<file path="src/rtl/dru_bit_gearbox_if.sv">
// Bit-stream bus between the DRU sample output and the word gearbox.
// The master drives samples and slip commands; the slave returns packed words and status.
interface dru_bit_gearbox_if #(
  parameter int S_MAX  = 10,
  parameter int WORD_W = 20
);
  localparam int BUF_W = WORD_W + S_MAX;
  localparam int CNT_W = $clog2(BUF_W + 1);

  // Streaming contract: there is no ready. The gearbox accepts every cycle in which
  // en=1 and samv<=S_MAX. dout_vld is a one-cycle qualifier for dout, and the
  // consumer must take the word in that cycle.
  logic              en;
  logic [3:0]        samv;
  logic [S_MAX-1:0]  sam;
  logic              slip;
  logic [WORD_W-1:0] dout;
  logic              dout_vld;
  logic [CNT_W-1:0]  fill;
  logic              slip_busy;
  logic              err_samv;

  modport master (
    output en, samv, sam, slip,
    input  dout, dout_vld, fill, slip_busy, err_samv
  );

  modport slave (
    input  en, samv, sam, slip,
    output dout, dout_vld, fill, slip_busy, err_samv
  );
endinterface

</file>
<file path="src/rtl/dru_bit_gearbox.sv">
// Packs the variable-rate DRU bit stream (0..S_MAX bits per clock) into WORD_W-bit words.
// A one-bit slip drops the oldest buffered bit so the downstream aligner can move the word boundary.
module dru_bit_gearbox #(
  parameter int S_MAX  = 10,
  parameter int WORD_W = 20
) (
  input  logic clk_i,
  input  logic rst_i,
  dru_bit_gearbox_if.slave bus
);
  localparam int BUF_W = WORD_W + S_MAX;
  localparam int CNT_W = $clog2(BUF_W + 1);
  localparam logic [3:0]       SMAX_V = 4'(S_MAX);
  localparam logic [CNT_W-1:0] WORD_C = CNT_W'(WORD_W);
  localparam logic [CNT_W-1:0] ONE_C  = CNT_W'(1);

  typedef enum logic {
    SLIP_IDLE = 1'b0,
    SLIP_PEND = 1'b1
  } slip_state_e;

  // Invariant: buf_q bits at and above cnt_q are always zero, so appends can simply OR in.
  logic [BUF_W-1:0]  buf_q, buf_d;
  logic [CNT_W-1:0]  cnt_q, cnt_d;
  slip_state_e       slip_st_q, slip_st_d;
  logic [WORD_W-1:0] dout_q, dout_d;
  logic              vld_q, vld_d;
  logic              err_q, err_d;

  logic              samv_ok;
  logic              append;
  logic              slip_req;
  logic [S_MAX-1:0]  sam_masked;
  logic [BUF_W-1:0]  buf_a, buf_s;
  logic [CNT_W-1:0]  cnt_a, cnt_s;

  always_ff @(posedge clk_i) begin
    if (rst_i) begin
      buf_q     <= '0;
      cnt_q     <= '0;
      slip_st_q <= SLIP_IDLE;
      dout_q    <= '0;
      vld_q     <= 1'b0;
      err_q     <= 1'b0;
    end else begin
      buf_q     <= buf_d;
      cnt_q     <= cnt_d;
      slip_st_q <= slip_st_d;
      dout_q    <= dout_d;
      vld_q     <= vld_d;
      err_q     <= err_d;
    end
  end

  always_comb begin
    samv_ok    = (bus.samv <= SMAX_V);
    append     = bus.en && samv_ok;
    sam_masked = '0;
    for (int i = 0; i < S_MAX; i++) begin
      if (i < int'(bus.samv)) sam_masked[i] = bus.sam[i];
    end

    buf_a = buf_q;
    cnt_a = cnt_q;
    if (append) begin
      buf_a = buf_q | (BUF_W'(sam_masked) << cnt_q);
      cnt_a = cnt_q + CNT_W'(bus.samv);
    end

    // A slip that arrives while the buffer is empty waits for the next bit to drop.
    slip_req  = bus.slip || (slip_st_q == SLIP_PEND);
    slip_st_d = slip_st_q;
    buf_s     = buf_a;
    cnt_s     = cnt_a;
    if (slip_req) begin
      if (cnt_a != '0) begin
        buf_s     = buf_a >> 1;
        cnt_s     = cnt_a - ONE_C;
        slip_st_d = SLIP_IDLE;
      end else begin
        slip_st_d = SLIP_PEND;
      end
    end

    buf_d  = buf_s;
    cnt_d  = cnt_s;
    dout_d = dout_q;
    vld_d  = 1'b0;
    if (cnt_s >= WORD_C) begin
      dout_d = buf_s[WORD_W-1:0];
      vld_d  = 1'b1;
      buf_d  = buf_s >> WORD_W;
      cnt_d  = cnt_s - WORD_C;
    end

    err_d = err_q || (bus.en && !samv_ok);
  end

  assign bus.dout      = dout_q;
  assign bus.dout_vld  = vld_q;
  assign bus.fill      = cnt_q;
  assign bus.slip_busy = (slip_st_q == SLIP_PEND);
  assign bus.err_samv  = err_q;
endmodule

</file>
<file path="src/flat_wrapper.sv">
// flat-port wrapper written by rule: the top's interface ports become plain ports
module dru_bit_gearbox_flat 
#(
  parameter int S_MAX  = 10,
  parameter int WORD_W = 20
)
  (clk_i, rst_i, bus_en, bus_samv, bus_sam, bus_slip, bus_dout, bus_dout_vld, bus_fill, bus_slip_busy, bus_err_samv);
  dru_bit_gearbox_if #(.S_MAX(S_MAX), .WORD_W(WORD_W)) bus_i ();
  input  logic clk_i;
  input  logic rst_i;
  input wire logic [$bits(bus_i.en)-1:0] bus_en;
  input wire logic [$bits(bus_i.samv)-1:0] bus_samv;
  input wire logic [$bits(bus_i.sam)-1:0] bus_sam;
  input wire logic [$bits(bus_i.slip)-1:0] bus_slip;
  output wire logic [$bits(bus_i.dout)-1:0] bus_dout;
  output wire logic [$bits(bus_i.dout_vld)-1:0] bus_dout_vld;
  output wire logic [$bits(bus_i.fill)-1:0] bus_fill;
  output wire logic [$bits(bus_i.slip_busy)-1:0] bus_slip_busy;
  output wire logic [$bits(bus_i.err_samv)-1:0] bus_err_samv;
  assign bus_i.en = bus_en;
  assign bus_i.samv = bus_samv;
  assign bus_i.sam = bus_sam;
  assign bus_i.slip = bus_slip;
  assign bus_dout = bus_i.dout;
  assign bus_dout_vld = bus_i.dout_vld;
  assign bus_fill = bus_i.fill;
  assign bus_slip_busy = bus_i.slip_busy;
  assign bus_err_samv = bus_i.err_samv;
  dru_bit_gearbox #(.S_MAX(S_MAX), .WORD_W(WORD_W)) u_core (.clk_i(clk_i), .rst_i(rst_i), .bus(bus_i));
endmodule
</file>
<file path="config.mk">
export PLATFORM = sky130hd
export DESIGN_NAME = dru_bit_gearbox_flat
export DESIGN_NICKNAME = d
export VERILOG_FILES = /design/src/rtl/dru_bit_gearbox_if.sv /design/src/rtl/dru_bit_gearbox.sv /design/src/flat_wrapper.sv
export SDC_FILE = /design/constraint.sdc
export NUM_CORES = 1
export LEC_CHECK = 0
export CAP_MARGIN = 40
export CORE_MARGIN = 2
export CORE_UTILIZATION = 24
export DETAILED_ROUTE_END_ITERATION = 8
export GPL_ROUTABILITY_DRIVEN = 0
export PLACE_DENSITY = 0.51
export SLEW_MARGIN = 10
export SYNTH_ARGS = -nofsm -noshare
export SYNTH_HDL_FRONTEND = slang
export SYNTH_SLANG_ARGS = --single-unit
export TNS_END_PERCENT = 20
</file>
<file path="constraint.sdc">
create_clock -name clk_i -period 4.5 [get_ports clk_i]
set_clock_uncertainty 0.05 [all_clocks]
set_input_delay 0.45 -clock clk_i [delete_from_list [all_inputs] [get_ports clk_i]]
set_output_delay 0.45 -clock clk_i [all_outputs]
set_load 0.01 [all_outputs]
</file>
==> run metrics <==
Chip Width 128.4 um; boundary pin count 46; Rel. slew slack 49.28%; number of vias in the routed layout 3643; Tmin final 4151 ps; multi-input logic area 2355 um^2; Syn Inst Count 438; status complete, no violations; Post-synth ARST share 0%; CTS Buffer Depth 2; total gr overflow 0; Max FO, Critical Path 10; port buffer count 45; Clock Latency Late Sink 330 ps; Placement Cell Area 4417 um^2; hold crit path type reg2reg; final non-filler cell total 677; top-area cell type share of the netlist area 31.27%; dominant cells by area after synthesis dfxtp_1 31%, mux2i_1 8.9%, nor2_1 4.3%; # rows 45; RSZ-0062 raised after global routing false; first-pass GRT wire length 19400 um; Synthesized Nets 464; gr usage total 14.89%; vias in the first global route 3552; TritonCTS Sinks 58; dpl cells 662; Netlist cell types 72; core area 15150 um^2; Setup Buffers After CTS 0; starting density of the core 24.52%; final slew viol count 0; CTS resizes 0; Post-synth top cells 58 x dfxtp_1, 43 x nor2_1, 33 x mux2i_1; Register Area 1161 um^2; Max Cap Viol 0; Finished Cell Area 4768 um^2; CTS root buffer clkbuf_16; CP Data Required Time 4650 ps; WL final 12080 um; TNS Setup 0 ps; Die Y 128.4 um; DR iter-0 viols 441; top-count cell post-synth dfxtp_1; fillers 1569; Power Total 0.003092 W; area leader, netlist dfxtp_1; P&R area growth vs syn 28.40%; CTS Hold Bufs 0; Final HPWL DP 8814 um; Worst Setup End Kind register; Max Clk Rate 0.2409 GHz; Max H-tree Level 3; ANT cells 0; power density cells 648.5 nW/um^2; # setup viols final 0; Vias/cell 5.381; Num CTS Buffers 9; leakage 1.790 nW; YS warnings 0; Slew @ Worst Pin 741.6 ps; Tcrit/Tclk final 92.25%; Syn Area/Cell 8.478 um^2; CTS tree done; Seq/Total Area, Yosys 31.27%; flops & latches, synth 58; wire length per cell 17.84 um; CP Launch Type input pin; nets@finish 511; first-pass iteration count of the detailed router 5; Final Hold Fails 0; fin worst setup slack 348.7 ps; share of cells above drive strength 1 13.91%; die area 16480 um^2; ys flop type dfxtp_1; critical path type in2reg; antenna violations before repair 0; Max VDD drop 0.0002097 V; Post-DRT Antenna Nets 0; pre-CTS WS 19.26 ps; Worst-path clk slew 60 ps; Crit path arrival time 4310 ps; Mapped Area 3714 um^2; largest net degree at the start of global routing 33; DRC violations left 0; EDFF count, synth 0
[report_power, final]
| group | total, W | switching (W) | internal (W) |
|---|---|---|---|
| registers | 0.000696 | 0.0000593 | 0.000637 |
| logic | 0.00157 | 0.000941 | 0.000630 |
| clock network | 0.000826 | 0.000257 | 0.000569 |
| total | 0.00309 | 0.00126 | 0.00184 |
[layer usage]
| metal | share of wire [%] | wire length, um | global-route usage, % | vias to the layer above |
|---|---|---|---|---|
| li1 | - | - | - | 1727 |
| met1 | 47 | 5652 | 20.95 | 1749 |
| met2 | 44 | 5327 | 22.75 | 149 |
| met3 | 7.6 | 916 | 3.534 | 18 |
| met4 | 1.5 | 182 | 4.202 | 0 |
| met5 | 0 | 0 | 0 | - |
[per-stage QoR]
step | utilization, % | hold slack (ps)
after floorplan | - | 430.2
after global placement | 29.16 | 407.4
after detailed placement | 29.16 | 410.2
after CTS | 31.48 | 421.8
after global routing | 31.48 | 446.6
final | 31.48 | 422.7
[sequential cells by signal, summed over array words and instances (netlist names)]
register / cells
u_core.buf_q: 30
u_core.bus.dout: 20
u_core.bus.dout_vld: 1
u_core.bus.err_samv: 1
u_core.bus.fill: 5
u_core.bus.slip_busy: 1
[path summary, 6_finish.rpt]
check	startpoint	to	slack, ps	cells after the start
worst max register to register	u_core.bus.fill[0]$_SDFF_PP0_	u_core.bus.dout[6]$_SDFFE_PP0P_	600	15
worst min-delay path	u_core.bus.dout[1]$_SDFFE_PP0P_	u_core.bus.dout[1]$_SDFFE_PP0P_	420	2
worst min register to register	u_core.bus.dout[1]$_SDFFE_PP0P_	u_core.bus.dout[1]$_SDFFE_PP0P_	420	2
worst max-delay path	bus_samv[0]	u_core.bus.dout[6]$_SDFFE_PP0P_	350	16
[cell usage in the layout, fill, tap and decap left out, types with 5 or more instances in the layout]
cell             count
dfxtp_1             58
clkdlybuf4s50_1     45
nor2_1              43
mux2i_1             33
nand2_1             31
buf_4               23
nor3_1              20
o21ai_0             20
a21oi_1             19
and2_1              17
a211oi_1            12
a31oi_1              9
clkbuf_16            9
inv_1                8
a22o_1               8
a221oi_1             8
nand3_1              7
ha_1                 7
mux2_2               6
nor4_1               5
o211ai_1             5
a221o_1              5
[critical path, cell delays in order]
cell	delay [ps]
clkdlybuf4s50_1	430
ha_1	220
fa_1	570
mux2i_1	120
ha_1	250
nand2_1	80
mux2i_1	100
a31o_1	270
o21a_4	230
ha_1	230
a311oi_1	290
a21oi_1	80
mux2i_2	250
and2_4	250
or2_1	330
o21ai_0	140
[cells by family (layout without fill, tap and decap cells)]
| kind of cell | after synthesis | after routing | share of synthesized area (%) |
|---|---|---|---|
| and+or+nand+nor | 147 | 147 | 19.51 |
| AOI/OAI and AO/OA | 136 | 136 | 27.53 |
| DFF | 58 | 58 | 31.27 |
| muxes | 42 | 42 | 12.30 |
| buffers and inverters | 42 | 93 | 5.323 |
| adders and majority gates | 8 | 8 | 2.897 |
| xor gates and xnor gates | 5 | 5 | 1.179 |
[cell type report]
class	instances	area share, %
clock buffers	11	5.300
repair buffers	68	13.07
inverters	10	0.8922
clock inverters	4	2.073
flip-flops and latches	58	24.35
well taps	188	4.933
multi-input cells	338	49.38
Power figures use the tool's default switching activity.
